[config.mk]
export PLATFORM = sky130hd
export DESIGN_NAME = muldiv_unit
export DESIGN_NICKNAME = d
export VERILOG_FILES = /design/src/rtl/muldiv_pkg.sv /design/src/rtl/muldiv_unit.sv
export SDC_FILE = /design/constraint.sdc
export NUM_CORES = 1
export LEC_CHECK = 0
export BUFFER_PORTS_ARGS = -buffer_cell sky130_fd_sc_hd__buf_2
export CAP_MARGIN = 30
export CORE_AREA = 2 2 174 176
export CTS_BUF_LIST = sky130_fd_sc_hd__clkbuf_8
export DETAILED_ROUTE_END_ITERATION = 8
export DIE_AREA = 0 0 176 178
export PLACE_DENSITY = 0.67
export SLEW_MARGIN = 10
export SYNTH_ARGS = -nofsm -noshare
export SYNTH_HDL_FRONTEND = slang
export SYNTH_SLANG_ARGS = --single-unit
[constraint.sdc]
create_clock -name Clk -period 7 [get_ports Clk]
set_input_delay 0.35 -clock Clk [delete_from_list [all_inputs] [get_ports Clk]]
set_output_delay 0.35 -clock Clk [all_outputs]
set_load 0.05 [all_outputs]
[src/rtl/muldiv_pkg.sv]
// -----------------------------------------------------------------------------
// muldiv_pkg
// Shared types for the iterative multiply/divide unit. The op encoding is also
// used by the main control unit and the ALU-control decode, so it must stay
// bit-compatible with the instruction decode (MULT=00, MULTU=01, DIV=10,
// DIVU=11).
// -----------------------------------------------------------------------------
package muldiv_pkg;

    typedef enum logic [1:0] {
        MULT  = 2'b00,
        MULTU = 2'b01,
        DIV   = 2'b10,
        DIVU  = 2'b11
    } muldiv_op_t;

    typedef enum logic [1:0] {
        IDLE = 2'b00,
        RUN  = 2'b01,
        FIX  = 2'b10
    } muldiv_state_t;

    // Signed variants take magnitudes at start and get sign-corrected in FIX.
    function automatic logic is_signed_op(input muldiv_op_t op);
        return (op == MULT) || (op == DIV);
    endfunction

    // Bit 1 of the encoding separates the divide family from the multiply family.
    function automatic logic is_div_op(input muldiv_op_t op);
        return (op == DIV) || (op == DIVU);
    endfunction

endpackage

[src/rtl/muldiv_unit.sv]
// -----------------------------------------------------------------------------
// muldiv_unit
// Iterative 1-bit-per-cycle multiply/divide sequencer owning the HI/LO pair.
// Operands are reduced to magnitudes at start, iterated WIDTH times through a
// shared 2*WIDTH shift register and a single WIDTH+1-bit adder/subtractor, and
// sign-corrected in a final FIX cycle.
//
// Ports:
//   Clk      in   rising-edge clock
//   Reset    in   asynchronous active-low reset
//   Start    in   launch an operation (sampled only in IDLE)
//   Op       in   operation code, see muldiv_op_t (sampled with Start)
//   A, B     in   rs / rt operands (sampled with Start)
//   HiWrite  in   MTHI strobe, effective only in IDLE
//   LoWrite  in   MTLO strobe, effective only in IDLE
//   WData    in   data for HiWrite/LoWrite
//   Busy     out  operation in progress (RUN or FIX)
//   Done     out  one-cycle registered completion pulse
//   DivZero  out  qualifies Done: divide with B=0, HI/LO left unchanged
//   Hi, Lo   out  HI and LO registers
// -----------------------------------------------------------------------------
module muldiv_unit
    import muldiv_pkg::*;
#(
    parameter int WIDTH = 32
) (
    input  logic             Clk,
    input  logic             Reset,
    input  logic             Start,
    input  logic [1:0]       Op,
    input  logic [WIDTH-1:0] A,
    input  logic [WIDTH-1:0] B,
    input  logic             HiWrite,
    input  logic             LoWrite,
    input  logic [WIDTH-1:0] WData,
    output logic             Busy,
    output logic             Done,
    output logic             DivZero,
    output logic [WIDTH-1:0] Hi,
    output logic [WIDTH-1:0] Lo
);

    localparam int             CW   = $clog2(WIDTH) + 1;
    localparam logic [CW-1:0]  LAST = CW'(WIDTH - 1);

    // Sequencer state
    muldiv_state_t    state_q, state_d;
    muldiv_op_t       op_q, op_d;
    logic [CW-1:0]    cnt_q, cnt_d;

    // prod_q: multiply -> {accumulator, multiplier}; divide -> {remainder, quotient}
    logic [2*WIDTH-1:0] prod_q, prod_d;
    // dvs_q: multiplicand for multiply, divisor for divide (always a magnitude)
    logic [WIDTH-1:0]   dvs_q, dvs_d;

    logic neg_res_q, neg_res_d;   // negate product / quotient in FIX
    logic neg_rem_q, neg_rem_d;   // negate remainder in FIX (dividend negative)
    logic zero_q, zero_d;         // divide by zero: suppress the HI/LO write

    logic             done_q, done_d;
    logic             dz_q, dz_d;
    logic [WIDTH-1:0] hi_q, hi_d;
    logic [WIDTH-1:0] lo_q, lo_d;

    // Start-time operand conditioning
    muldiv_op_t       op_in;
    logic             a_neg, b_neg;
    logic [WIDTH-1:0] a_mag, b_mag;

    // Shared adder/subtractor
    logic             is_mul;
    logic [WIDTH:0]   rem_ext;
    logic [WIDTH:0]   add_a, add_b, add_sum;
    logic             add_cin;
    logic             trial_neg;

    // FIX-cycle sign correction
    logic [2*WIDTH-1:0] mul_res;
    logic [WIDTH-1:0]   quo_res, rem_res;

    assign op_in = muldiv_op_t'(Op);
    assign a_neg = is_signed_op(op_in) & A[WIDTH-1];
    assign b_neg = is_signed_op(op_in) & B[WIDTH-1];
    // Negating the most negative value wraps to itself, which is the correct
    // unsigned magnitude, so no special case is needed.
    assign a_mag = a_neg ? -A : A;
    assign b_mag = b_neg ? -B : B;

    assign is_mul = !is_div_op(op_q);

    // Remainder shifted left by one with the next dividend bit brought in. The
    // remainder is always below the divisor, so this fits in WIDTH+1 bits and
    // the trial difference lies in (-divisor, divisor): bit WIDTH is its sign.
    assign rem_ext = {prod_q[2*WIDTH-1:WIDTH], prod_q[WIDTH-1]};

    always_comb begin
        if (is_mul) begin
            add_a   = {1'b0, prod_q[2*WIDTH-1:WIDTH]};
            add_b   = prod_q[0] ? {1'b0, dvs_q} : '0;
            add_cin = 1'b0;
        end else begin
            add_a   = rem_ext;
            add_b   = ~{1'b0, dvs_q};
            add_cin = 1'b1;
        end
        add_sum = add_a + add_b + {{WIDTH{1'b0}}, add_cin};
    end

    assign trial_neg = add_sum[WIDTH];

    assign mul_res = neg_res_q ? -prod_q : prod_q;
    assign quo_res = neg_res_q ? -prod_q[WIDTH-1:0] : prod_q[WIDTH-1:0];
    assign rem_res = neg_rem_q ? -prod_q[2*WIDTH-1:WIDTH] : prod_q[2*WIDTH-1:WIDTH];

    // NOTE: every signal assigned in this block gets a default first, so no
    // path through the case leaves a value unassigned and no latch is inferred.
    always_comb begin
        state_d   = state_q;
        op_d      = op_q;
        cnt_d     = cnt_q;
        prod_d    = prod_q;
        dvs_d     = dvs_q;
        neg_res_d = neg_res_q;
        neg_rem_d = neg_rem_q;
        zero_d    = zero_q;
        done_d    = 1'b0;
        dz_d      = 1'b0;
        hi_d      = hi_q;
        lo_d      = lo_q;

        unique case (state_q)
            IDLE: begin
                // MTHI/MTLO land even on a Start cycle; FIX overwrites later.
                if (HiWrite) hi_d = WData;
                if (LoWrite) lo_d = WData;
                if (Start) begin
                    state_d   = RUN;
                    op_d      = op_in;
                    cnt_d     = '0;
                    neg_res_d = a_neg ^ b_neg;
                    neg_rem_d = a_neg;
                    zero_d    = is_div_op(op_in) && (B == '0);
                    if (is_div_op(op_in)) begin
                        prod_d = {{WIDTH{1'b0}}, a_mag};
                        dvs_d  = b_mag;
                    end else begin
                        prod_d = {{WIDTH{1'b0}}, b_mag};
                        dvs_d  = a_mag;
                    end
                end
            end

            RUN: begin
                if (is_mul) begin
                    prod_d = {add_sum, prod_q[WIDTH-1:1]};
                end else begin
                    prod_d = {trial_neg ? rem_ext[WIDTH-1:0] : add_sum[WIDTH-1:0],
                              prod_q[WIDTH-2:0], ~trial_neg};
                end
                cnt_d = cnt_q + CW'(1);
                if (cnt_q == LAST) state_d = FIX;
            end

            FIX: begin
                state_d = IDLE;
                done_d  = 1'b1;
                dz_d    = zero_q;
                if (is_mul) begin
                    hi_d = mul_res[2*WIDTH-1:WIDTH];
                    lo_d = mul_res[WIDTH-1:0];
                end else if (!zero_q) begin
                    hi_d = rem_res;
                    lo_d = quo_res;
                end
            end

            default: state_d = IDLE;
        endcase
    end

    // NOTE: datapath registers are reset along with control; they are plain
    // flops rather than a memory array, and HI/LO must read 0 out of reset.
    always_ff @(posedge Clk or negedge Reset) begin
        if (!Reset) begin
            state_q   <= IDLE;
            op_q      <= MULT;
            cnt_q     <= '0;
            prod_q    <= '0;
            dvs_q     <= '0;
            neg_res_q <= 1'b0;
            neg_rem_q <= 1'b0;
            zero_q    <= 1'b0;
            done_q    <= 1'b0;
            dz_q      <= 1'b0;
            hi_q      <= '0;
            lo_q      <= '0;
        end else begin
            // NOTE: non-blocking assignments so every flop samples pre-edge values.
            state_q   <= state_d;
            op_q      <= op_d;
            cnt_q     <= cnt_d;
            prod_q    <= prod_d;
            dvs_q     <= dvs_d;
            neg_res_q <= neg_res_d;
            neg_rem_q <= neg_rem_d;
            zero_q    <= zero_d;
            done_q    <= done_d;
            dz_q      <= dz_d;
            hi_q      <= hi_d;
            lo_q      <= lo_d;
        end
    end

    assign Busy    = (state_q != IDLE);
    assign Done    = done_q;
    assign DivZero = dz_q;
    assign Hi      = hi_q;
    assign Lo      = lo_q;

endmodule

# Yosys cells after proc, flatten, opt, wreduce, memory -nomap -nowiden

Cells that the tools add are included.

Bits in registers: 175
Bits of input ports: 103
Output and inout port bits: 67

Add/sub/neg operators: 8
Equal/unequal tests: 12
Mux-type cells: 30
Bitwise operators: 5
Reductions and logical operators: 15

Operators by type and width:

| cell                | number |
|---|---|
| $mux 32             | 14 |
| $mux 64             | 3 |
| $neg 32->32         | 4 |
| $pmux 32 s2         | 2 |
| $pmux 64 s2         | 1 |
| $mux 33             | 2 |
| $neg 64->64         | 1 |
| $add 33x1->33       | 1 |
| $add 33x33->33      | 1 |
| $not 32->33         | 1 |
| $logic_not 32->1    | 1 |
| $pmux 6 s2          | 1 |
| $eq 2x2->1 const B  | 5 |
| $ne 2x2->1 const B  | 4 |
| $add 6x1->6 const B | 1 |
| $eq 6x5->1 const B  | 1 |
| $mux 6              | 1 |
| $reduce_and 2->1    | 3 |
| $reduce_and 3->1    | 2 |
| $reduce_bool 2->1   | 3 |
| $logic_not 2->1     | 2 |
| $mux 2              | 2 |
| $pmux 2 s2          | 1 |
| $logic_or 1x1->1    | 3 |
| other kinds (7)     | 10 |

# Depth between registers and ports, before layout

Gate-level depths: netlist of run 1.

Word-level depth: 8
Mapped depth: 18

# Least setup slack after synthesis of run 1

OpenSTA, ideal clock, no wires.

Path type: reg-to-reg
From: reg op_q[1]
To: reg prod_q[48]
Data arrival time: 4.188 ns
Data required time: 6.860 ns
Path slack: 2.672 ns
Cell stages (with the launch flop): 15
Path buffers: 4
Cell sequence: dfrtp_1 -> clkbuf_1 -> clkbuf_1 -> clkbuf_1 -> mux2_2 -> ha_1 -> a21o_1 -> a211o_1 -> o211a_1 -> o211a_1 -> or3b_2 -> nand3_1 -> buf_2 -> mux2i_1 -> o221ai_1

Word-level cells in the longest chain between the ends: 8
Elaborated cells on any way between the ends: 11

RTL lines:

| element                | line               | RTL |
|---|---|---|
| start, declared        | muldiv_unit.sv:48  | `muldiv_op_t op_q, op_d;` |
| start signal, assigned | muldiv_unit.sv:200 | `op_q <= op_d;` |
| $eq 2x2->1             | muldiv_pkg.sv:30   | `return (op == DIV) \|\| (op == DIVU);` |
| $logic_or 1x1->1 (*)   | muldiv_pkg.sv:30   |  |
| $mux 33                | muldiv_unit.sv:97  | `if (is_mul) begin` |
| $add 33x33->33         | muldiv_unit.sv:106 | `add_sum = add_a + add_b + {{WIDTH{1'b0}}, add_cin};` |
| $add 33x1->33          | muldiv_unit.sv:106 |  |
| $mux 32                | muldiv_unit.sv:157 | `prod_d = {trial_neg ? rem_ext[WIDTH-1:0] : add_sum[WIDTH-1:0],` |
| $mux 64 (*)            | muldiv_unit.sv:154 | `if (is_mul) begin` |
| $pmux 64 s2 (*)        | muldiv_unit.sv:131 | `unique case (state_q)` |
| end signal, assigned   | muldiv_unit.sv:202 | `prod_q <= prod_d;` |
| end, declared          | muldiv_unit.sv:52  | `logic [2*WIDTH-1:0] prod_q, prod_d;` |

Mark *: on every way between the ends. The rest lies on a longest branch, timed or not.
A chain may end at the register's enable or synchronous reset.

# Worst setup path after layout of run 1

Same ends and word-level chain as after synthesis.

==> summary.txt, run 1 <==
Place
  – HPWL Detailed: ~34 mm
  – Post-DP Area: between 0.015 and 0.02 mm^2
  – IO Port Bufs: between 150 and 200
  – Global placer's final weighted congestion: 0.9375
  – Pre-CTS WS: approximately 2100 ps

Finish
  – FF+latch area: between 0.004 and 0.005 mm^2
  – Fill count: 2,870
  – Area of the multi-input gates: between 0.009 and 0.01 mm^2
  – Most common cell after layout, fill and taps aside: nand2_1
  – Nets: 1,958
  – Most frequent cells in the layout: nand2_1, dfrtp_1, o21ai_0
  – Synth-to-Final Area Change: 10.64%
  – Inserted Diodes: 0
  – Post-route cell area: roughly 0.015 mm^2
  – Share of post-route cells with drive strength above 1: 0.1717

Clock tree
  – TritonCTS clock tree: yes
  – Worst-Skew Late Latency: just under 500 ps
  – # clock sinks: 174
  – CTS buffer count: 17
  – H-Tree Level Count: 4
  – Postcts setup bufs: 0
  – Clock buffer depth: 2
  – Worst-path clk slew: around 110 ps
  – Post-CTS Resized: 0
  – Root buffer cell: clkbuf_8

Yosys
  – Sequential cell area fraction in the yosys report: 0.3109
  – Top_reg_cell synth: dfrtp_1
  – Largest cells by area after synthesis: dfrtp_1, o21ai_0, nand2_1, a21oi_1, xnor2_1
  – EDFF count, synth: 0
  – Synthesized flop and latch total: 174
  – Net Count, Synth: 1,879
  – Synth top area share: 0.3109
  – Syn. warnings: 0
  – Synth area leader: dfrtp_1
  – Avg Synthesized Cell Area: ~8.1 um^2
  – Synth unique cells: 64
  – Post-Syn Area: between 0.01 and 0.015 mm^2
  – Post-synth ARST share: 1.000
  – Mapped Cells: approximately 1,700

Power and ir drop
  – Max IR drop VDD: approximately 0.00022 V
  – Power density cells: roughly 480 mW/mm^2
  – Lkg Pwr: around 6.7 nW
  – Power share of the clock group: 0.101
  – Switching power: around 0.0039 W
  – Comb power frac: 0.626
  – Seq pwr share: 0.274
  – Switching Share: 0.5179
  – Total power draw: between 0.007 and 0.008 W
  – Power Internal: ~0.0036 W

Min path
  – Min-delay worst type: input pin to flop

Detailed routing
  – Routed length per instance: 20.29 um
  – 1st-pass router iterations: 6
  – Vias: 13,470
  – Post-route ant nets: 0
  – Drt drc: 0
  – Routed vias/inst: ~6.1
  – Drt total wl: approximately 45 mm
  – Initial drt markers: roughly 1,500

Die
  – Die height: about 180 um
  – Core area: 0.02940 mm^2
  – Initial Util: 0.4763
  – Top-Level Pins: 170
  – # rows: 63
  – Die Wd: around 180 um
  – Die Area: around 0.031 mm^2

Run
  – Max-cap violations: 0

STA
  – Fin crit share: 0.7164
  – Unrepaired setup endpoints after global routing: false
  – Fin. Hold Viols: 0
  – Hold slack: about 160 ps
  – Worst setup margin: a little under 2000 ps
  – Layout Skew: 24.96 ps
  – Final min period: 5015 ps
  – Max-slew headroom: 0.3522
  – Final setup fails: 0
  – Final Max Tran Viols: 0
  – TNS Setup: 0 ps
  – Actual slew at the worst max-slew pin: just under 1000 ps
  – Max Freq: approximately 200 MHz

Global route
  – GRT Resource Usage Total: 0.2882
  – Pin count of the biggest net entering global routing: 105
  – Vias in the first global route: approximately 13,000
  – Initial antenna violation count: 0
  – Grt ovf: 0
  – First-pass GRT wire length: 70.37 mm

Critical path
  – CP Capture Type: flop
  – Critical path data arrival time: about 5300 ps
  – Worst Path Required: between 7000 and 8000 ps
  – CP Class: flop to flop
  – Crit path launch type: flop
  – Max FO, Critical Path: 55

Outcome
  – Status: completed
==> power groups by stage <==
stage	sequential [W]	clock, W	combinational (W)
6_report	0.00204	0.000751	0.00468
5_1_grt	0.00209	0.000800	0.00516
4_1_cts	0.00202	0.000757	0.00461
3_5_place_dp	0.00204	0	0.00459
2_1_floorplan	0.00205	0	0.00336
3_3_place_gp	0.00202	0	0.00451
==> per-stage QoR <==
stage / cells / utilization
after global routing: 2219 / 0.5270
after global placement: 2183 / 0.5108
after CTS: 2216 / 0.5249
after detailed placement: 2183 / 0.5108
final: 2219 / 0.5270
after floorplan: 1737 / -
==> cell type report <==
cell class              instances  share of cell area
flip-flops and latches        174              0.2812
multi-input cells            1397              0.5838
clock buffers                  18             0.01599
clock inverters                14             0.01009
inverters                      33            0.007994
well taps                     390             0.03149
repair buffers                193             0.06936
==> critical path, stage by stage, from the launching register on <==
cell and delay, ps:
dfrtp_4 900, buf_4 610, mux2_2 260, ha_1 280
a21o_1 230, a211o_1 290, o211a_1 270, o211a_1 300
or3b_2 470, nand3_1 430, buf_4 430, mux2i_1 220
o221ai_1 130
==> synth_stat cells, types with 4 or more instances <==
library cell,number
and3_1,5
a21boi_0,9
nor3_1,27
or2_2,7
o31a_1,4
a21oi_1,148
nor2b_1,8
o41ai_1,8
a31o_2,4
o21ai_0,171
o31ai_1,23
a31oi_1,16
nand3_1,26
nand2_1,215
nor2_1,128
or4_1,10
nor3b_1,7
nand2b_1,19
inv_1,33
o21a_1,9
buf_2,10
mux2i_1,59
nor4_1,16
ha_1,37
mux2_2,65
nand4_1,5
a211oi_1,44
o211ai_1,24
buf_1,12
nand3b_1,4
xnor2_1,84
a21o_1,23
xor2_1,64
clkbuf_1,110
o221ai_1,19
or3_1,19
and2_1,16
a22oi_1,30
dfrtp_1,174
==> flip-flops by register name (all words and copies together) (netlist names) <==
register   flops
Hi            32
DivZero        1
cnt_q          6
Done           1
op_q           1
neg_res_q      1
dvs_q         32
state_q        2
zero_q         1
Lo            32
prod_q        64
neg_rem_q      1
==> timing repair <==
item                                    4_1_cts  5_1_grt
hold buffers                                  1        0
hold endpoints to repair                     10        0
endpoints found under the setup margin        0        0
==> layer usage <==
layer	vias up	wire length (um)	GRT usage
met5	-	0	0
met4	0	1324	0.08953
met3	60	3196	0.03986
met2	544	19980	0.4534
met1	6459	20510	0.4119
li1	6406	-	-
==> path summary, 6_finish.rpt <==
path | from | depth (start not counted) | end | slack, ps
worst min register to register | Lo[14]$_DFFE_PN0P_ | 2 | Lo[14]$_DFFE_PN0P_ | 480
worst max register to register | op_q[1]$_DFFE_PN0P_ | 12 | prod_q[48]$_DFFE_PN0P_ | 1990
min in group asynchronous | Reset | 2 | prod_q[9]$_DFFE_PN0P_ | 250
worst min-delay path | Op[0] | 2 | neg_res_q$_DFFE_PN0P_ | 160
max in group asynchronous | Reset | 5 | cnt_q[3]$_DFFE_PN0P_ | 5440
worst max-delay path | op_q[1]$_DFFE_PN0P_ | 12 | prod_q[48]$_DFFE_PN0P_ | 1990
==> logic make-up after synthesis <==
logic type,count (synthesis),share of synthesized area
flops,174,0.3109
mux,124,0.09443
fa+ha+maj,39,0.03592
xor+xnor,148,0.09256
buf+inv,166,0.04547
compound gates,558,0.2455
simple gates,528,0.1752
No activity file was read; power rests on OpenSTA's default activity.
==> run 2, diff against run 1 <==
Settings changed: ABC_AREA set to 1, CORE_AREA 2 2 174 176 to 2 2 190 192, DIE_AREA 0 0 176 178 to 0 0 192 194, PLACE_DENSITY 0.67 to 0.66.
Clock period 7 ns to 5.1 ns, I/O delays scaled along.
==> run 2 against run 1 <==
Global-route usage is 5.3 points higher; maximum frequency grew 23%; clock-buffer cell count shrank 1; worst hold slack worse by 100 ps; utilization shrank 1.3 points; clock power up 37%; die area grew 19%; largest power group is now registers.
==> summary.txt, run 2 <==
Detailed routing
  – Wire length on met1: 28.72 mm
  – Post-route ant nets: 0
  – Max layer used: met4
  – Routed vias/inst: 5.722
  – Met3 routed WL: 6.045 mm
  – Drt total wl: 64.42 mm
  – Routed length per instance: roughly 19 um
  – Drt drc: 0
  – Met2 WL post-DR: 27.37 mm
  – Initial drt markers: about 2,400
  – 1st-pass router iterations: 6
  – Vias: roughly 19,000

Die
  – Die Area: 0.03725 mm^2
  – # rows: 69
  – Top-Level Pins: 170
  – Die height: 194 um
  – Die Wd: around 190 um
  – Core area: 0.03522 mm^2
  – Initial Util: 0.4721

Clock tree
  – H-Tree Level Count: 4
  – Postcts setup bufs: 0
  – Clock buffer depth: 2
  – CTS buffer count: 17
  – Worst-Skew Late Latency: roughly 510 ps
  – # clock sinks: ~170
  – Root buffer cell: clkbuf_8
  – TritonCTS clock tree: yes
  – Post-CTS Resized: 0
  – Cts hold-fix bufs: 1
  – Worst-path clk slew: 120 ps

Critical path
  – Reg2reg path depth: 16
  – Most used cell, CP: nand2_1
  – Critical path's slowest cell: nand2_2
  – CP Capture Type: flop
  – Reg2reg end: prod_q[63]$_DFFE_PN0P_
  – Critical path, cell by cell: buf_12, o21ai_0, ha_1, nand2_2, inv_1, nand2_1, nand2_1, a21oi_2, nand2_4, nand2_4, nand3_4, nand2_2, nand3_1, nand2_1, nand2_1, nand2_1
  – Critical path data arrival time: about 4500 ps
  – Max FO, Critical Path: 186
  – Crit path from: op_q[1]$_DFFE_PN0P_
  – Worst Path Required: between 5000 and 6000 ps
  – FF-to-FF Start: op_q[1]$_DFFE_PN0P_
  – Crit path launch type: flop
  – CP Class: flop to flop
  – R2r setup slk: between 1000 and 1500 ps
  – Max incr delay on CP: around 650 ps

Finish
  – Inserted Diodes: 0
  – Fill count: around 3,800
  – Max reg flops: 64
  – Most common cell after layout, fill and taps aside: nand2_1
  – Largest reg by FF count: prod_q
  – Share of post-route cells with drive strength above 1: 0.1010
  – Synth-to-Final Area Change: 8.923%
  – Most frequent cells in the layout: nand2_1, nand3_1, inv_1
  – Nets: around 3,100

Power and ir drop
  – Max IR drop VDD: approximately 0.00014 V
  – Switching Share: 0.3012
  – Lkg Pwr: slightly above 9 nW
  – Power share of the clock group: 0.383
  – Seq pwr share: 0.515
  – Comb power frac: 0.102
  – Power Internal: between 0.0015 and 0.002 W
  – Switching power: just over 0.0008 W
  – Power density cells: roughly 150 mW/mm^2

Yosys
  – EDFF count, synth: 0
  – Post-Syn Area: about 0.017 mm^2
  – Syn. warnings: 0
  – Net Count, Synth: about 3,000
  – Post-synth ARST share: 1.000
  – Synthesized flop and latch total: 174
  – Synth cell count leaders: nand2_1, nand3_1, inv_1, nor2_1, o21ai_0
  – Top_reg_cell synth: dfrtp_1
  – Mapped Cells: 2,832
  – Synth unique cells: 50
  – Sequential cell area fraction in the yosys report: 0.2618
  – Most common cell in the netlist: nand2_1
  – Synth area leader: dfrtp_1
  – Synth top area share: 0.2618
  – Largest cells by area after synthesis: dfrtp_1, nand2_1, nand3_1, inv_1, nor2_1
  – Avg Synthesized Cell Area: 5.872 um^2

Place
  – Global placer's final weighted congestion: 1.047
  – HPWL Detailed: slightly above 50 mm
  – IO Port Bufs: roughly 170

Min path
  – Min-delay worst type: input pin to flop
  – HP Start: WData[28]
  – Worst hold endpoint: Lo[28]$_DFFE_PN0P_
  – WHS Path Cells: 3

STA
  – Max-slew headroom: 0.3718
  – Unrepaired setup endpoints after global routing: false
  – Final min period: 4083 ps
  – Actual slew at the worst max-slew pin: 941.3 ps
  – Final Max Tran Viols: 0
  – Layout Skew: 25.35 ps
  – Fin crit share: 0.8005
  – Max Freq: around 240 MHz
  – Hold slack: approximately 58 ps
  – TNS Setup: 0 ps
  – Final setup fails: 0
  – Fin. Hold Viols: 0

Global route
  – GRT Resource Usage Total: 0.3412
  – First-pass GRT wire length: ~98 mm
  – Grt ovf: 0
  – Vias in the first global route: ~17,000
  – Initial antenna violation count: 1
  – Pin count of the biggest net entering global routing: between 150 and 200

Run
  – Max-cap violations: 0

Outcome
  – Status: completed
## run 2: cell count changes in the layout (fill, tap and decap cells not counted), moves of 21 or more
cell	before	now
a21oi_1	148	190
inv_1	33	297
o21ai_0	171	195
mux2_2	65	0
mux2i_1	59	0
xnor2_1	84	9
nand2_1	214	896
a21o_1	23	2
a211oi_1	44	0
nand3_1	26	377
xor2_1	64	39
a22oi_1	30	7
nor2_1	127	282
## run 2: kinds of logic after synthesis
family,Yosys count,synth area share
fa+ha+maj,39,0.03025
xor+xnor,48,0.02528
flops,174,0.2618
compound gates,467,0.1534
buf+inv,439,0.1041
simple gates,1665,0.4252
## run 2: area by class of cell
type                    count  area (um^2)  area share
well taps                 461        576.8     0.03184
multi-input cells        2219        10560      0.5829
clock buffers              17        234.0     0.01292
flip-flops and latches    174         4359      0.2407
clock inverters            15        173.9    0.009601
inverters                 316         1186     0.06548
repair buffers            189         1025     0.05657
## run 2: per-layer routing
| layer | GRT usage | up-vias |
|---|---|---|
| li1 | - | 9355 |
| met1 | 0.5039 | 8930 |
| met2 | 0.5057 | 1013 |
| met3 | 0.05068 | 106 |
| met4 | 0.1159 | 0 |
| met5 | 0 | - |
## run 2: worst max-delay path, delay by kind of cell, from the launching register on
| family | cells | cell delay [ps] |
|---|---|---|
| AOI/OAI and AO/OA | 2 | 580 |
| adders and majority gates | 1 | 480 |
| buffers and inverters | 2 | 570 |
| DFF | 1 | 450 |
| and+or+nand+nor | 11 | 1830 |
## run 2: worst max-delay path by stage
stage	to	slack, ps
2_1_floorplan	prod_q[38]$_DFFE_PN0P_	1720
3_3_place_gp	prod_q[63]$_DFFE_PN0P_	1110
3_5_place_dp	prod_q[43]$_DFFE_PN0P_	1090
4_1_cts	prod_q[47]$_DFFE_PN0P_	1070
5_1_grt	prod_q[47]$_DFFE_PN0P_	690
6_report	prod_q[63]$_DFFE_PN0P_	1020
## run 2: metrics by stage
step	worst slack, ps	cell area (um^2)	util	power [W]	std cells
floorplan	1719	16630	-	0.001533	2832
global placement	1108	17680	0.5020	0.001672	3357
detailed placement	1088	17700	0.5024	0.001673	3358
CTS	1070	18110	0.5142	0.002688	3391
global route	687.6	18110	0.5142	0.002768	3391
finish	1017	18110	0.5142	0.002677	3391
## run 2: power by group through the flow
stage          Clock (W)  Combinational, W  Sequential [W]
2_1_floorplan          0          0.000126         0.00141
3_3_place_gp           0          0.000266         0.00141
3_5_place_dp           0          0.000267         0.00141
4_1_cts          0.00104          0.000269         0.00138
5_1_grt          0.00109          0.000300         0.00138
6_report         0.00103          0.000273         0.00138
==> run 3, diff against run 2 <==
Clock period 5.1 ns to 4.3 ns, I/O delays scaled along.
==> run 3 against run 2 <==
Total power grew 16%; cell count grew 0.24%; non-clock buffer count rose by 8; clock-buffer cell count rose by 1; largest power group unchanged; clock skew grew 3.0 ps; setup slack worse by 600 ps.
==> summary.txt, run 3 (synthesis results as in run 2) <==
Outcome
  – Status: completed

Global route
  – GRT Resource Usage Total: 0.3504
  – Pin count of the biggest net entering global routing: 112
  – Initial antenna violation count: 0
  – Grt met1 use: 0.5197
  – Met3 Track Usage GR: 0.05919
  – Busiest grt layer: met1
  – M2 GR Usage: 0.5128
  – Vias in the first global route: between 15,000 and 20,000
  – Grt ovf: 0
  – First-pass GRT wire length: 100.8 mm

Place
  – IO Port Bufs: approximately 170
  – Global placer's final weighted congestion: roughly 1.0
  – HPWL Detailed: 52.33 mm
  – Pre-CTS WS: around 580 ps

Critical path
  – Worst Path Required: about 4700 ps
  – Crit path launch type: flop
  – CP Class: flop to flop
  – Most used cell, CP: nand2_1
  – Max FO, Critical Path: 41
  – CP delay by family, top: simple AND/OR/NAND/NOR gates
  – Max incr delay on CP: 610 ps
  – Critical path, cell by cell: buf_4, o21ai_0, ha_1, nand2_1, clkinv_1, nand2_1, nand2_1, clkinv_1, nand2_1, a21oi_4, nand3_4, nand2_2, nand3_1, nand2_1, nand2_1, nand2_1
  – Buffers & Inverters on Critical Path: 3
  – Critical path data arrival time: 4320 ps
  – Critical path's slowest cell: dfrtp_4
  – CP Capture Type: flop

Die
  – Die Wd: between 150 and 200 um
  – # rows: between 60 and 70
  – Core area: roughly 0.035 mm^2
  – Die Area: 0.03725 mm^2
  – Top-Level Pins: between 150 and 200
  – Initial Util: 0.4721
  – Die height: between 150 and 200 um

STA
  – Max Freq: about 260 MHz
  – Fin. Hold Viols: 0
  – Max-slew headroom: 0.3569
  – Layout Skew: ~28 ps
  – Fin crit share: 0.9020
  – Final min period: ~3900 ps
  – Final setup fails: 0
  – TNS Setup: 0 ps
  – Unrepaired setup endpoints after global routing: false
  – Final Max Tran Viols: 0
  – Worst setup margin: ~420 ps
  – Actual slew at the worst max-slew pin: between 900 and 1000 ps
  – Hold slack: about 23 ps

Power and ir drop
  – Lkg Pwr: between 9 and 10 nW
  – Power density cells: 171.6 mW/mm^2
  – Total power draw: a little over 0.003 W
  – Max IR drop VDD: about 0.00019 V

Detailed routing
  – Vias: around 19,000
  – Initial drt markers: approximately 2,100
  – Drt drc: 0
  – Routed length per instance: about 19 um
  – Routed vias/inst: roughly 5.7
  – Drt total wl: between 60 and 70 mm
  – 1st-pass router iterations: 9
  – Post-route ant nets: 0

Finish
  – Max reg flops: between 60 and 70
  – Share of post-route cells with drive strength above 1: 0.1035
  – Most common cell after layout, fill and taps aside: nand2_1
  – Inserted Diodes: 0
  – Synth-to-Final Area Change: 9.104%
  – Nets: just over 3,000
  – Most frequent cells in the layout: nand2_1, nand3_1, inv_1
  – Largest reg by FF count: prod_q

Clock tree
  – Worst-path clk slew: 100 ps
  – Clock buffer depth: 2
  – Post-CTS Resized: 0
  – # clock sinks: between 150 and 200
  – Root buffer cell: clkbuf_8
  – TritonCTS clock tree: yes
  – CTS buffer count: 17
  – H-Tree Level Count: 4
  – Worst-Skew Late Latency: 530 ps

Min path
  – Min-delay worst type: input pin to flop

Run
  – Max-cap violations: 0
## run 3: cell count changes in the layout (fill, tap and decap cells not counted), sizes merged
cell / delta
inv: +1
buf: +8
clkinv: -2
clkbuf: +1
clkinvlp: +1
bufinv: -1
## run 3: layout make-up
cell class	instances	area [um^2]
Sequential cell	174	4359
Timing Repair Buffer	197	1090
Clock inverter	14	125.1
Multi-Input combinational cell	2219	10560
Fill cell	3799	17080
Inverter	316	1186
Tap cell	461	576.8
Clock buffer	18	247.7
## run 3: final timing paths
check,start,end,slack (ps),cells past startpoint
max reg2reg,op_q[1]$_DFFE_PN0P_,prod_q[63]$_DFFE_PN0P_,420,16
min reg2reg,cnt_q[5]$_DFFE_PN0P_,state_q[1]$_DFFE_PN0P_,500,1
min,WData[5],Lo[5]$_DFFE_PN0P_,20,3
max,op_q[1]$_DFFE_PN0P_,prod_q[63]$_DFFE_PN0P_,420,16
min in group asynchronous,Reset,Hi[27]$_DFFE_PN0P_,240,2
max in group asynchronous,Reset,dvs_q[29]$_DFFE_PN0P_,3010,3
## run 3: layer usage
layer  up-vias  routed length (um)
met5         -                   0
met4         0                2193
met3       104                5934
met2       947               27640
li1       9361                   -
met1      8950               30140
## run 3: metrics by stage
step                      cells  cell area (um^2)  utilization
after floorplan            2832             16630            -
after global placement     3366             17760       0.5042
after detailed placement   3366             17760       0.5042
after CTS                  3399             18140       0.5151
after global routing       3399             18140       0.5151
final                      3399             18140       0.5151
## run 3: report_power, final
part           total [W]  switching (W)  internal (W)  leakage, nW
Combinational   0.000326       0.000230     0.0000963         6.78
Sequential       0.00164              0       0.00164         2.15
Clock            0.00115       0.000717      0.000436        0.189
## run 3: worst min-delay path, stage by stage
cell	delay, ps
buf_2	90
a21oi_1	60
a21oi_1	130
## run 3: repair_timing
action / CTS / global route
endpoints found under the hold margin: 63 / 0
hold buffers: 1 / 0
buffers inserted: 0 / 0
